<file path="src/rtl/hci_package.sv">
// Constants shared by the HCI/TCDM bank-side adapters.
package hci_package;

  localparam int unsigned HCI_MAX_DW = 1024;

  // Written back by the second half of a test-and-set; sliced down to the bank width.
  localparam logic [HCI_MAX_DW-1:0] TS_SET_PATTERN = '1;

endpackage

</file>
<file path="src/rtl/tcdm_bank_ts_adapter.sv">
// TCDM bank port to single-port SRAM adapter with atomic test-and-set:
// a TS read returns the old word and then spends one stall cycle writing all ones.
module tcdm_bank_ts_adapter
  import hci_package::*;
#(
  parameter int unsigned DW = 32,
  parameter int unsigned AW = 13,
  parameter int unsigned IW = 8,
  parameter int unsigned BW = DW / 8
) (
  input  logic          clk_i,
  input  logic          rst_ni,
  input  logic          clear_i,
  input  logic          req_i,
  output logic          gnt_o,
  input  logic [AW-1:0] add_i,
  input  logic          wen_i,
  input  logic          ts_i,
  input  logic [DW-1:0] data_i,
  input  logic [BW-1:0] be_i,
  input  logic [IW-1:0] id_i,
  output logic          r_valid_o,
  output logic [DW-1:0] r_data_o,
  output logic [IW-1:0] r_id_o,
  output logic          mem_req_o,
  output logic          mem_we_o,
  output logic [AW-3:0] mem_addr_o,
  output logic [DW-1:0] mem_wdata_o,
  output logic [BW-1:0] mem_be_o,
  input  logic [DW-1:0] mem_rdata_i
);

  typedef enum logic {
    IDLE  = 1'b0,
    TS_WR = 1'b1
  } state_e;

  state_e        state_q;
  logic [AW-3:0] ts_addr_q;
  logic          rd_sel_q;
  logic          grant;

  // The bank is word addressed; the byte offset never reaches the SRAM.
  logic unused_byte_offset;
  assign unused_byte_offset = ^add_i[1:0];

  // NOTE: every signal assigned here gets a default first, so no path can infer a latch.
  always_comb begin
    grant       = 1'b0;
    mem_req_o   = 1'b0;
    mem_we_o    = ~wen_i;
    mem_addr_o  = add_i[AW-1:2];
    mem_wdata_o = data_i;
    mem_be_o    = be_i;
    unique case (state_q)
      IDLE: begin
        grant     = req_i & ~clear_i;
        mem_req_o = grant;
      end
      TS_WR: begin
        // A soft clear here drops the pending set-to-ones write.
        mem_req_o   = ~clear_i;
        mem_we_o    = 1'b1;
        mem_addr_o  = ts_addr_q;
        mem_wdata_o = TS_SET_PATTERN[DW-1:0];
        mem_be_o    = '1;
      end
      default: ;
    endcase
  end

  assign gnt_o = grant;

  // NOTE: state is updated with non-blocking assignments only, so every register samples pre-edge values.
  always_ff @(posedge clk_i or negedge rst_ni) begin
    if (!rst_ni) begin
      state_q   <= IDLE;
      ts_addr_q <= '0;
      rd_sel_q  <= 1'b0;
      r_valid_o <= 1'b0;
      r_id_o    <= '0;
    end else begin
      r_valid_o <= grant;
      rd_sel_q  <= grant & wen_i;
      if (grant) r_id_o <= id_i;
      if (clear_i) begin
        state_q <= IDLE;
      end else begin
        unique case (state_q)
          IDLE: begin
            if (grant && wen_i && ts_i) begin
              state_q   <= TS_WR;
              ts_addr_q <= add_i[AW-1:2];
            end
          end
          TS_WR:   state_q <= IDLE;
          default: state_q <= IDLE;
        endcase
      end
    end
  end

  // Read data arrives from the macro in the response cycle; writes answer with zero.
  assign r_data_o = rd_sel_q ? mem_rdata_i : '0;

endmodule

</file>
<file path="config.mk">
export PLATFORM = sky130hd
export DESIGN_NAME = tcdm_bank_ts_adapter
export DESIGN_NICKNAME = d
export VERILOG_FILES = /design/src/rtl/hci_package.sv /design/src/rtl/tcdm_bank_ts_adapter.sv
export SDC_FILE = /design/constraint.sdc
export NUM_CORES = 1
export LEC_CHECK = 0
export CAP_MARGIN = 30
export CORE_UTILIZATION = 27
export CTS_BUF_LIST = sky130_fd_sc_hd__clkbuf_16
export DETAILED_ROUTE_END_ITERATION = 10
export PLACE_DENSITY = 0.82
export SKIP_LAST_GASP = 1
export SYNTH_ARGS = -nofsm -noshare
export SYNTH_HDL_FRONTEND = slang
export SYNTH_SLANG_ARGS = --single-unit
</file>
<file path="constraint.sdc">
create_clock -name clk_i -period 3 [get_ports clk_i]
set_input_delay 0.6 -clock clk_i [delete_from_list [all_inputs] [get_ports clk_i]]
set_output_delay 0.6 -clock clk_i [all_outputs]
set_load 0.01 [all_outputs]
</file>
==> metrics.txt, run 1 <==
Worst Path Arrival 1.86 ns; total gr overflow 0; layer with the highest usage met2; num rows 25; main flop type after synthesis dfrtp_1; Avg Vias per Cell 4.157; Area Overhead vs Synth 144.3%; synth top area cells dfrtp_1 39%, mux2_2 17%, or2_2 16%, and2_1 15%, mux2_1 7.2%; post-route clock skew 0.001408 ns; PD cells 338.6 nW/um2; Yosys cell types 12; final net count 412; Hold Violations, Final 0; first-pass GRT wire length 7845 um; DR pass1 iterations 4; Hold WC Path Type register to register; Syn Std Cell Area 1405 um2; clk buf depth 2; flops & latches, synth 22; setup TNS 0 ns; post-synthesis sequential area ratio 39.18%; Clk pin slew, worst setup/hold paths 0.06 ns; die width 74.14 um; Die Area 5497 um2; DP HPWL 4527 um; Sequential cell area 550.5 um2; routing usage on met1 20.84%; antenna cells 0; worst vdd ir 0.0003688 V; setup bufs post-CTS 0; post-placement cell area 3328 um2; number of synthesized flops with an enable pin 0; final slew viol count 0; CP Launch Type register; largest net degree at the start of global routing 46; Critical Path Sink Type output pin; DRT iter0 DRCs 22; most frequent cell after synthesis or2_2; RSZ-0062 raised after global routing false; IO buf count 183; vias after detailed routing 1,592; initial antenna violation count 0; number of global-route vias before repair 1,573; CTS sink cnt 22; Finished Cell Area 3433 um2; Slew HR 51.61%; # IOs 186; Max Freq 0.4068 GHz; CTS root buf clkbuf_16; final wirelength 5592 um; ratio of cells with drive above 1 in the final layout 20.89%; combined area of the multi-input logic cells 807.0 um2; Residual DRC 0; Mapped Cells 136; FFs w/ async S/R, synth 100.0%; Post-CTS Resized 0; Leak 0.001408 uW; Synth area leader dfrtp_1; met2 Usage GRT 35.56%; met3 usage 4.201%; number of CTS-inserted buffers 3; Post-Synthesis Net Count 231; Routability Congestion 0.7564; max cap viols 0; Final min period 2.458 ns; Synth Warn # 0; Hold Startpoint ts_addr_q[8]; CP Max Fanout 45; fill count 386; CP required 2.40 ns; top-area cell type share of the netlist area 39.18%; final core occ 70.36%; drt wl/cell 14.60 um; fin crit share 81.93%; Total GRT Usage 18.80%; launch point of the worst path state_q; CTS H-Tree Depth 1; Avg Synthesized Cell Area 10.33 um2; CTS tree built; Least-Margin Pin Slew 0.7258 ns; starting density of the core 28.79%; status finished clean; CTS Hold Bufs 0; Place WS 0.5785 ns; Post-DRT Antenna Nets 0; Finish-stage setup viols 0; Worst R2R Start state_q; CORE AREA 4880 um2; top cells by count, synth 36 x or2_2, 33 x and2_1, 22 x dfrtp_1, 21 x mux2_2, 9 x mux2_1; Final WS setup 0.5421 ns; Crit Path Class register to output pin; Clock Latency Late Sink 0.25 ns; die height 74.14 um
## kinds of logic after synthesis
kind of cell,Yosys count,synth area share (%)
AND/OR/NAND/NOR,74,33.39
multiplexers,30,24.04
flip-flops,22,39.18
buffers and inverters,10,3.384
## cells in the final DEF, fill, tap and decap left out
| cell type | netlist | routed |
|---|---|---|
| and2_1 | 33 | 33 |
| and3_4 | 1 | 1 |
| buf_12 | 0 | 1 |
| buf_16 | 0 | 1 |
| buf_4 | 0 | 1 |
| bufinv_16 | 0 | 1 |
| clkbuf_16 | 0 | 3 |
| clkdlybuf4s50_1 | 0 | 183 |
| dfrtp_1 | 22 | 22 |
| mux2_1 | 9 | 9 |
| mux2_2 | 21 | 21 |
| nand2b_1 | 1 | 1 |
| nor2_1 | 2 | 2 |
| nor3b_2 | 1 | 1 |
| or2_2 | 36 | 36 |
## worst max-delay path, cell delays in order (launching register included)
cell and delay [ns]:
dfrtp_1 0.51, buf_12 0.24, mux2_2 0.36, clkdlybuf4s50_1 0.50
## routing by layer
layer | up-vias | wire length [um]
met5 | - | 0
met4 | 0 | 103
met3 | 9 | 531
li1 | 793 | -
met2 | 82 | 2802
met1 | 708 | 2154
## worst paths after layout
kind | end | slack [ns] | cells after the start
worst max-delay path | mem_addr_o[5] | 0.54 | 3
worst max register to register | ts_addr_q[2] | 1.26 | 4
worst min register to register | ts_addr_q[8] | 0.48 | 1
worst min-delay path | ts_addr_q[8] | 0.48 | 1
min in group asynchronous | ts_addr_q[1] | 0.61 | 1
max in group asynchronous | ts_addr_q[10] | 2.00 | 2
## cell type report
cell class	instances	share of cell area (%)
clock buffers	3	2.187
clock inverters	1	0.8746
multi-input cells	104	23.51
flip-flops and latches	22	16.03
well taps	67	2.442
repair buffers	186	54.96
## registers in the layout, indices dropped and copies added (netlist names)
signal	count
r_id_o	8
r_valid_o	1
rd_sel_q	1
state_q	1
ts_addr_q	11
## stage by stage
step	cells	hold WS, ns	power, uW
after floorplan	136	0.3044	512.7
after global placement	378	0.4617	784.6
after detailed placement	379	0.4735	800.6
after CTS	383	0.4866	1172
after global routing	383	0.5078	1215
final	383	0.4822	1163
## where the power goes
part / leakage (uW) / internal [uW] / switching (uW)
registers: 0.000266 / 350 / 28.9
logic: 0.00109 / 293 / 124
clock network: 0.0000511 / 265 / 102
total: 0.00141 / 908 / 255
Note: power is estimated with default switching activity, not from simulation.
==> inputs of run 2 (changes only) <==
--- a/config.mk
+++ b/config.mk
@@ -6,10 +6,10 @@
 export NUM_CORES = 1
 export LEC_CHECK = 0
 export CAP_MARGIN = 30
-export CORE_UTILIZATION = 27
+export CORE_UTILIZATION = 23
 export CTS_BUF_LIST = sky130_fd_sc_hd__clkbuf_16
 export DETAILED_ROUTE_END_ITERATION = 10
-export PLACE_DENSITY = 0.82
+export PLACE_DENSITY = 0.74
 export SKIP_LAST_GASP = 1
 export SYNTH_ARGS = -nofsm -noshare
 export SYNTH_HDL_FRONTEND = slang
==> constraint.sdc (replaced) <==
create_clock -name clk_i -period 2.2 [get_ports clk_i]
set_input_delay 0.44 -clock clk_i [delete_from_list [all_inputs] [get_ports clk_i]]
set_output_delay 0.44 -clock clk_i [all_outputs]
set_load 0.01 [all_outputs]
==> run 2 against run 1 <==
  * Total power grew 26%
  * Combinational power grew 35%
  * Sequential share of layout area grew 0.088 points
  * Worst hold slack lost 0.00061 ns
  * Register-to-register slack lost 0.85 ns
  * Largest cell class unchanged
  * Global-route usage shrank 3.4 points
  * Clock skew grew 0.0022 ns
  * Non-clock buffer count grew 2
  * Largest power group unchanged
  * Critical path depth is the same
==> metrics.txt, run 2 (synthesized netlist as in run 1, its figures left out) <==
total gr overflow 0; starting density of the core 23.73%; Crit Path Class register to output pin; die height 80.16 um; Reg power frac 34.9%; number of global-route vias before repair 1,508; DR pass1 iterations 4; CP Max Fanout 40; max cap viols 0; initial antenna violation count 0; CTS sink cnt 22; RSZ-0062 raised after global routing false; antenna cells 0; first-pass GRT wire length 7665 um; DRT iter0 DRCs 25; Clk pin slew, worst setup/hold paths 0.06 ns; fin crit share 96.62%; Critical Path Sink Type output pin; setup bufs post-CTS 0; status finished clean; CTS Hold Bufs 0; number of flip-flops in the largest register 11; CP Launch Type register; Worst Path Arrival 1.69 ns; most common cell after layout, fill and taps aside clkdlybuf4s50_1; worst vdd ir 0.0004186 V; Psw 342.7 uW; final net count 414; num rows 28; met2 Usage GRT 27.69%; Hold WC Path Type register to register; vias after detailed routing 1,641; layer with the highest usage met2; Die Area 6426 um2; # IOs 186; PD cells 427.3 nW/um2; final slew viol count 0; met3 usage 4.886%; top flop regs ts_addr_q (11), r_id_o (8); Routability Congestion 0.7419; CTS root buf clkbuf_16; ratio of cells with drive above 1 in the final layout 21.07%; switching share of power 23.49%; setup TNS 0 ns; Residual DRC 0; hold_ws 0.4816 ns; DP HPWL 4162 um; Final min period 2.126 ns; clk buf depth 2; Avg Vias per Cell 4.176; Slew HR 81.05%; most frequent cells in the layout 182 x clkdlybuf4s50_1, 36 x or2_2, 33 x and2_1, 22 x dfrtp_1, 21 x mux2_2; post-route clock skew 0.003596 ns; CTS tree built; Clock Latency Late Sink 0.25 ns; power share of the clock group 26.5%; final wirelength 5126 um; Tot Pwr 1459 uW; Post-DRT Antenna Nets 0; internal power 1116 uW; CP required 1.76 ns; drt wl/cell 13.04 um; routing usage on met1 17.26%; IO buf count 183; Hold Violations, Final 0; Least-Margin Pin Slew 0.2842 ns; largest net degree at the start of global routing 41; fill count 515; number of CTS-inserted buffers 3; Leak 0.001412 uW; Comb power frac 38.6%; CORE AREA 5921 um2; CTS H-Tree Depth 1; Most flops, register ts_addr_q; die width 80.16 um; Finish-stage setup viols 0; Total GRT Usage 15.45%; Max Freq 0.4704 GHz; Area Overhead vs Synth 143.0%
## run 2: cell types whose count changed in the layout (fill, tap and decap cells not counted), sizes merged
cell / before / now
clkdlybuf4s50: 183 / 182
clkinv: 0 / 1
buf: 3 / 5
bufinv: 1 / 0
dlymetal6s2s: 0 / 1
## run 2: path summary, 6_finish.rpt
check	startpoint	to	slack (ns)	depth (start not counted)
max	state_q	mem_addr_o[3]	0.07	3
min	ts_addr_q[8]	ts_addr_q[8]	0.48	1
max reg2reg	state_q	ts_addr_q[1]	0.41	5
min reg2reg	ts_addr_q[8]	ts_addr_q[8]	0.48	1
max in group asynchronous	rst_ni	r_id_o[5]	1.44	2
min in group asynchronous	rst_ni	r_id_o[1]	0.54	2
## run 2: final cells by class
| class | instances | area, um2 | share of cell area (%) |
|---|---|---|---|
| clock buffer | 3 | 75.07 | 2.199 |
| clock inverter | 1 | 3.754 | 0.1099 |
| multi-input combinational | 104 | 807.0 | 23.64 |
| sequential | 22 | 550.5 | 16.12 |
| tap | 75 | 93.84 | 2.748 |
| timing repair buffer | 188 | 1884 | 55.19 |
## run 2: metal layers
layer  wire length (um)  share of wire (%)  vias to the layer above
li1                   -                  -                      796
met1               1905                 37                      749
met2               2560                 50                       91
met3                609                 12                        5
met4                 51               0.99                        0
met5                  0                  0                        -
## run 2: per-stage QoR
stage                     setup slack [ns]  std cells  util [%]  cell area (um2)
after floorplan                     0.6994        136         -             1405
after global placement             0.06846        389     56.30             3333
after detailed placement           0.04841        389     56.30             3333
after CTS                          0.04782        393     57.63             3412
after global routing               0.01569        393     57.67             3415
final                              0.07431        393     57.67             3415
## run 2: power groups by stage
stage / Combinational [uW] / Clock (uW) / Sequential [uW]
after floorplan: 178 / 0 / 521
final: 563 / 387 / 509
after CTS: 571 / 394 / 509
after detailed placement: 569 / 0 / 516
after global routing: 604 / 411 / 518
after global placement: 560 / 0 / 512
## run 2: critical path: stages, from the launching register on
cell             delay, ns
dfrtp_1               0.38
buf_12                0.20
mux2_2                0.36
clkdlybuf4s50_1       0.48
## run 2: repair_timing
item / in CTS / in global routing
gates resized for setup: 0 / 1
endpoints found under the setup margin: 0 / 1
endpoints found under the hold margin: 0 / 0
